[src/rtl/data_mem_ctrl_pkg.sv]
// Shared constants and state encoding for the MEM-stage data memory controller.
package data_mem_ctrl_pkg;

  // RISC-V load/store funct3 encodings
  localparam logic [2:0] F3_LB  = 3'b000;
  localparam logic [2:0] F3_LH  = 3'b001;
  localparam logic [2:0] F3_LW  = 3'b010;
  localparam logic [2:0] F3_LBU = 3'b100;
  localparam logic [2:0] F3_LHU = 3'b101;
  localparam logic [2:0] F3_SB  = 3'b000;
  localparam logic [2:0] F3_SH  = 3'b001;
  localparam logic [2:0] F3_SW  = 3'b010;

  // Controller state, 2-bit encoding
  typedef enum logic [1:0] {
    DMC_IDLE     = 2'd0,
    DMC_REQ      = 2'd1,
    DMC_WAIT_RSP = 2'd2,
    DMC_DONE     = 2'd3
  } dmc_state_e;

endpackage

[src/rtl/data_mem_ctrl_lsu_align.sv]
// Purely combinational load/store alignment: access legality, store strobes
// with lane replication, and load byte/half extraction with sign/zero extend.
module lsu_align
  import data_mem_ctrl_pkg::*;
(
  input  logic        mem_read,
  input  logic        mem_write,
  input  logic [2:0]  funct3,
  input  logic [1:0]  addr_lo,
  input  logic [31:0] st_data,
  output logic [3:0]  st_strb,
  output logic [31:0] st_data_rep,
  output logic        exc,
  input  logic [2:0]  ld_funct3,
  input  logic [1:0]  ld_addr_lo,
  input  logic [31:0] ld_raw,
  output logic [31:0] ld_data
);

  logic       f3_ok;
  logic       misalign;
  logic [7:0]  ld_byte;
  logic [15:0] ld_half;

  // Legality of the requested access; only meaningful when a request is present
  always_comb begin
    f3_ok = 1'b0;
    if (mem_read && !mem_write)
      f3_ok = (funct3 == F3_LB) || (funct3 == F3_LH) || (funct3 == F3_LW) ||
              (funct3 == F3_LBU) || (funct3 == F3_LHU);
    else if (mem_write && !mem_read)
      f3_ok = (funct3 == F3_SB) || (funct3 == F3_SH) || (funct3 == F3_SW);
    misalign = 1'b0;
    if (funct3[1:0] == 2'b01)      misalign = addr_lo[0];
    else if (funct3[1:0] == 2'b10) misalign = (addr_lo != 2'b00);
    exc = (mem_read && mem_write) ||
          ((mem_read || mem_write) && (!f3_ok || misalign));
  end

  // Store byte enables and data replicated across every lane it may land in
  always_comb begin
    case (funct3[1:0])
      2'b00: begin
        st_strb     = 4'b0001 << addr_lo;
        st_data_rep = {4{st_data[7:0]}};
      end
      2'b01: begin
        st_strb     = addr_lo[1] ? 4'b1100 : 4'b0011;
        st_data_rep = {2{st_data[15:0]}};
      end
      default: begin
        st_strb     = 4'b1111;
        st_data_rep = st_data;
      end
    endcase
  end

  // Load lane select and extension, driven by the values captured at issue
  always_comb begin
    case (ld_addr_lo)
      2'd0:    ld_byte = ld_raw[7:0];
      2'd1:    ld_byte = ld_raw[15:8];
      2'd2:    ld_byte = ld_raw[23:16];
      default: ld_byte = ld_raw[31:24];
    endcase
    ld_half = ld_addr_lo[1] ? ld_raw[31:16] : ld_raw[15:0];
    case (ld_funct3)
      F3_LB:   ld_data = {{24{ld_byte[7]}}, ld_byte};
      F3_LBU:  ld_data = {24'h0, ld_byte};
      F3_LH:   ld_data = {{16{ld_half[15]}}, ld_half};
      F3_LHU:  ld_data = {16'h0, ld_half};
      default: ld_data = ld_raw;
    endcase
  end

endmodule

[src/rtl/data_mem_ctrl.sv]
// MEM-stage controller: issues one valid/ready bus transaction per load/store,
// stalls the pipeline while it is outstanding and holds the result until the
// instruction advances.
module data_mem_ctrl
  import data_mem_ctrl_pkg::*;
#(
  parameter int ADDR_WIDTH = 32,
  parameter int DATA_WIDTH = 32
) (
  input  logic                  clk,
  input  logic                  rst,
  input  logic                  mem_read_MEM,
  input  logic                  mem_write_MEM,
  input  logic [2:0]            funct3_MEM,
  input  logic [ADDR_WIDTH-1:0] addr_MEM,
  input  logic [DATA_WIDTH-1:0] wdata_MEM,
  input  logic                  advance_MEM,
  output logic [DATA_WIDTH-1:0] rdata_MEM,
  output logic                  data_mem_hazard,
  output logic                  mem_exc_MEM,
  output logic                  bus_req_valid,
  input  logic                  bus_req_ready,
  output logic                  bus_req_we,
  output logic [ADDR_WIDTH-1:0] bus_req_addr,
  output logic [DATA_WIDTH-1:0] bus_req_wdata,
  output logic [3:0]            bus_req_wstrb,
  input  logic                  bus_rsp_valid,
  input  logic [DATA_WIDTH-1:0] bus_rsp_rdata
);

  dmc_state_e            state_q, state_d;
  logic [ADDR_WIDTH-1:0] addr_q, addr_d;
  logic                  we_q, we_d;
  logic [DATA_WIDTH-1:0] wdata_q, wdata_d;
  logic [3:0]            wstrb_q, wstrb_d;
  logic [2:0]            ld_f3_q, ld_f3_d;
  logic [1:0]            ld_lo_q, ld_lo_d;
  logic [DATA_WIDTH-1:0] rdata_q, rdata_d;

  logic                  access;
  logic [3:0]            st_strb;
  logic [DATA_WIDTH-1:0] st_data_rep;
  logic [DATA_WIDTH-1:0] ld_data;

  lsu_align u_align (
    .mem_read    (mem_read_MEM),
    .mem_write   (mem_write_MEM),
    .funct3      (funct3_MEM),
    .addr_lo     (addr_MEM[1:0]),
    .st_data     (wdata_MEM),
    .st_strb     (st_strb),
    .st_data_rep (st_data_rep),
    .exc         (mem_exc_MEM),
    .ld_funct3   (ld_f3_q),
    .ld_addr_lo  (ld_lo_q),
    .ld_raw      (bus_rsp_rdata),
    .ld_data     (ld_data)
  );

  assign access        = (mem_read_MEM ^ mem_write_MEM) && !mem_exc_MEM;
  assign bus_req_valid = (state_q == DMC_REQ);
  assign bus_req_we    = we_q;
  assign bus_req_addr  = addr_q;
  assign bus_req_wdata = wdata_q;
  assign bus_req_wstrb = wstrb_q;
  assign rdata_MEM     = rdata_q;

  // Next-state, request capture and stall generation
  always_comb begin
    state_d         = state_q;
    addr_d          = addr_q;
    we_d            = we_q;
    wdata_d         = wdata_q;
    wstrb_d         = wstrb_q;
    ld_f3_d         = ld_f3_q;
    ld_lo_d         = ld_lo_q;
    rdata_d         = rdata_q;
    data_mem_hazard = 1'b0;
    case (state_q)
      DMC_IDLE: begin
        data_mem_hazard = access;
        if (access) begin
          addr_d  = {addr_MEM[ADDR_WIDTH-1:2], 2'b00};
          we_d    = mem_write_MEM;
          wdata_d = st_data_rep;
          wstrb_d = mem_write_MEM ? st_strb : 4'b0000;
          ld_f3_d = funct3_MEM;
          ld_lo_d = addr_MEM[1:0];
          state_d = DMC_REQ;
        end
      end
      DMC_REQ: begin
        data_mem_hazard = 1'b1;
        if (bus_req_ready) state_d = DMC_WAIT_RSP;
      end
      DMC_WAIT_RSP: begin
        data_mem_hazard = 1'b1;
        if (bus_rsp_valid) begin
          if (!we_q) rdata_d = ld_data;
          state_d = DMC_DONE;
        end
      end
      DMC_DONE: begin
        // Wait for the instruction to leave so a frozen pipeline never re-issues
        if (advance_MEM) state_d = DMC_IDLE;
      end
      default: state_d = DMC_IDLE;
    endcase
  end

  // State and request/result registers; reset clears every bus-visible field
  always_ff @(posedge clk or posedge rst) begin
    if (rst) begin
      state_q <= DMC_IDLE;
      addr_q  <= '0;
      we_q    <= 1'b0;
      wdata_q <= '0;
      wstrb_q <= 4'b0000;
      ld_f3_q <= 3'b000;
      ld_lo_q <= 2'b00;
      rdata_q <= '0;
    end else begin
      state_q <= state_d;
      addr_q  <= addr_d;
      we_q    <= we_d;
      wdata_q <= wdata_d;
      wstrb_q <= wstrb_d;
      ld_f3_q <= ld_f3_d;
      ld_lo_q <= ld_lo_d;
      rdata_q <= rdata_d;
    end
  end

endmodule

[config.mk]
export PLATFORM = sky130hd
export DESIGN_NAME = data_mem_ctrl
export DESIGN_NICKNAME = d
export VERILOG_FILES = /design/src/rtl/data_mem_ctrl_pkg.sv /design/src/rtl/data_mem_ctrl_lsu_align.sv /design/src/rtl/data_mem_ctrl.sv
export SDC_FILE = /design/constraint.sdc
export NUM_CORES = 1
export LEC_CHECK = 0
export CORE_UTILIZATION = 45
export CTS_CLUSTER_DIAMETER = 40
export CTS_CLUSTER_SIZE = 20
export DETAILED_ROUTE_END_ITERATION = 16
export GPL_TIMING_DRIVEN = 0
export HOLD_SLACK_MARGIN = 0.1
export PLACE_DENSITY = 0.9
export SKIP_CTS_REPAIR_TIMING = 1
export SYNTH_ARGS = -nofsm -noshare
export SYNTH_HDL_FRONTEND = slang
export SYNTH_HIERARCHICAL = 1
export SYNTH_SLANG_ARGS = --single-unit
[constraint.sdc]
create_clock -name clk -period 4.9 [get_ports clk]
set_input_delay 0.98 -clock clk [delete_from_list [all_inputs] [get_ports clk]]
set_output_delay 0.98 -clock clk [all_outputs]
set_load 0.02 [all_outputs]
==> run_results.csv <==
group,metric,value,unit
flow_run,max_cap_viol_count,0,
timing,fin_crit,4.654,ns
critical_path,crit_required,3.92,ns
critical_path,worstSetupPathType,"in -> out",
cts,insertion_delay,0.35,ns
critical_path,crit_chain,"clkdlybuf4s50_1 -> o32a_1 -> a21oi_1 -> o21ai_0 -> nor3b_2 -> buf_4 -> buf_4 -> nor2_1 -> nor2_1 -> clkdlybuf4s50_1",
timing,fmax,214.9,MHz
critical_path,cp.arrival,3.67,ns
critical_path,crit_family,"buffers and inverters",
timing,setup_ws,0.2464,ns
synthesis,seq_area_frac_synth,0.4804,
timing,slew_viol_final,0,
cts,cts.path.max_buffers,2,
critical_path,rr_endpoint,"bus_req_wdata[2]",
timing,slew-limit-headroom,0.4298,
hold_path,min-delay-start,"bus_req_wdata[0]",
timing,fin_crit_sh,0.9497,
critical_path,slowest_delay,0.62,ns
floorplan,dieArea,12720,µm²
detailed_routing,routed_wl,15.84,mm
synthesis,syn_inst,442,
synthesis,ys_seq_elements,106,
floorplan,coreArea,11960,µm²
floorplan,die-height,112.8,µm
critical_path,ff2ff_path_depth,6,
pwr,max-vdd-ir-drop,0.0003559,V
detailed_routing,routedWlPerCell,19.46,µm
cts,cts_max_level,3,
floorplan,io_pins,210,
synthesis,synth_top_cell_by_area,"dfrtp_1",
critical_path,crit_path_start_kind,"input port",
cts,cts.sinks,106,
final_layout,n_fill_cell,919,
timing,finalSetupViolCount,0,
synthesis,avgSynthCellArea,12.49,µm²
cts,cts_tree,"done",
floorplan,initial_core_util,0.4616,
grt,grt_pass1_vias,4794,
critical_path,regToRegSetupSlack,2.89,ns
critical_path,cpMaxStageDelayCell,"clkdlybuf4s50_1",
grt,grt_pass1_wl,25.01,mm
grt,grt_usage,0.2566,
final_layout,mostFrequentLayoutCell,"clkdlybuf4s50_1",
synthesis,synth_area,5522,µm²
hold_path,hold_path_class,"reg -> reg",
placement,preCtsSetupSlack,0.1086,ns
placement,hpwl,11.96,mm
detailed_routing,vias,4511,
detailed_routing,drtIter0Drc,347,
final_layout,seq_area,2653,µm²
final_layout,stdcell_count,814,
cts,clk_pin_slew_worst_paths,0.07,ns
cts,cts-root-buf,"clkbuf_16",
final_layout,drive_above_1_share,0.2339,
critical_path,crit_fanout,10,
critical_path,end_kind,"primary output",
detailed_routing,viasPerCell,5.542,
synthesis,synth_area_leaders,"dfrtp_1, mux2_2, mux2_1",
timing,worst_pin_slew,0.8522,ns
timing,rsz0062_at_grt,"no",
pwr,power.density,637.3,nW/µm²
detailed_routing,post-route-drc-count,0,
critical_path,crit_path_end,"data_mem_hazard",
timing,clock_skew,0.01046,ns
final_layout,multi_input_area,2527,µm²
pwr,power,5.186,mW
critical_path,r2r_start,"state_q[0]",
synthesis,synth_ff_type,"dfrtp_1",
grt,gr-total-overflow,0,
cts,cts_buffers,9,
critical_path,cp-startpoint,"addr_MEM[1]",
placement,gp_congestion,0.9225,
final_layout,nNetsFinal,773,
outcome,outcome,"completed",
synthesis,ys_types,42,
synthesis,ys_warn_count,6,
critical_path,path_depth,10,
synthesis,netlist.area_leader.share,0.4804,
floorplan,die_w,112.8,µm
final_layout,syn2layout_area_growth,47.36,%
final_layout,antenna_cells,0,
detailed_routing,ant_nets,0,
placement,io_buffers,207,
synthesis,synth-edff-count,0,
detailed_routing,drt_pass1_iterations,5,
grt,grt_max_degree,61,
grt,antenna_found_initial,0,
pwr,p_leak,3.463,nW
floorplan,rows,40,
timing,hold_viol,0,
synthesis,async_flop_share,1.000,
final_layout,mostFrequentLayoutCells,"clkdlybuf4s50_1, dfrtp_1, mux2_2",
critical_path,path_buf_inv,4,
placement,dp_cells,798,
power breakdown:
| group | leakage [nW] | internal, mW | switching, mW |
|---|---|---|---|
| Clock | 0.158 | 0.455 | 0.336 |
| Combinational | 2.02 | 1.45 | 1.39 |
| Sequential | 1.29 | 1.31 | 0.246 |
| Total | 3.46 | 3.21 | 1.97 |
through the flow:
stage / instance area [µm²] / setup TNS, ns / hold WS [ns] / util
floorplan: 5525 / 0 / 0.4759 / -
global placement: 7781 / -35.55 / 0.4662 / 0.6505
detailed placement: 7811 / 0 / 0.4738 / 0.6530
CTS: 8135 / 0 / 0.4899 / 0.6801
global route: 8137 / 0 / 0.5112 / 0.6802
finish: 8137 / 0 / 0.4881 / 0.6802
synthesized netlist by cell type, types with 4 or more instances:
master	number
dfrtp_1	106
clkbuf_1	8
a31oi_1	6
o221ai_1	6
inv_1	20
o21ai_0	15
mux2_2	98
buf_2	10
a311oi_1	8
nor2_1	14
mux2_1	21
nor2b_1	7
ha_1	5
nand2_1	24
o211ai_1	14
nand3_1	4
a21oi_1	12
mux4_1	6
buf_4	14
mux2i_1	9
buf_6	5
layer usage:
layer,global-route usage,part of all wire,wire [µm]
met1,0.2998,0.38,6050
met2,0.4494,0.51,8027
met3,0.06588,0.088,1399
met4,0.1058,0.023,365
met5,0,0,0
kinds of logic after synthesis:
kind of cell	after synthesis	share of synthesized area
other cells	1	0.0006792
mux	138	0.3012
buf+inv	62	0.06254
flops	106	0.4804
fa+ha+maj	5	0.01133
compound gates	72	0.09404
simple gates	57	0.04827
xor+xnor	1	0.001587
how the worst min path moves through the flow:
| stage | end | slack (ns) | cells past startpoint |
|---|---|---|---|
| after global routing | bus_req_addr[27] | 0.51 | 1 |
| final | bus_req_wdata[0] | 0.49 | 1 |
| after detailed placement | bus_req_wdata[10] | 0.47 | 1 |
| after floorplan | ld_f3_q[1] | 0.48 | 1 |
| after global placement | bus_req_wdata[5] | 0.47 | 1 |
| after CTS | bus_req_wdata[0] | 0.49 | 1 |
sequential cells by signal (all words and copies together), names as in the netlist:
| register | cells |
|---|---|
| bus_req_addr | 30 |
| bus_req_wstrb | 4 |
| bus_req_wdata | 32 |
| state_q | 2 |
| ld_f3_q | 3 |
| bus_req_we | 1 |
| rdata_MEM | 32 |
| ld_lo_q | 2 |
final cells by class:
cell class / instances / share of cell area
sequential: 106 / 0.3260
multi-input combinational: 275 / 0.3106
timing repair buffer: 208 / 0.2580
buffer: 41 / 0.03291
clock buffer: 10 / 0.02814
tap: 147 / 0.02260
clock inverter: 6 / 0.01169
inverter: 21 / 0.009995
(Power assumes the default switching activity.)
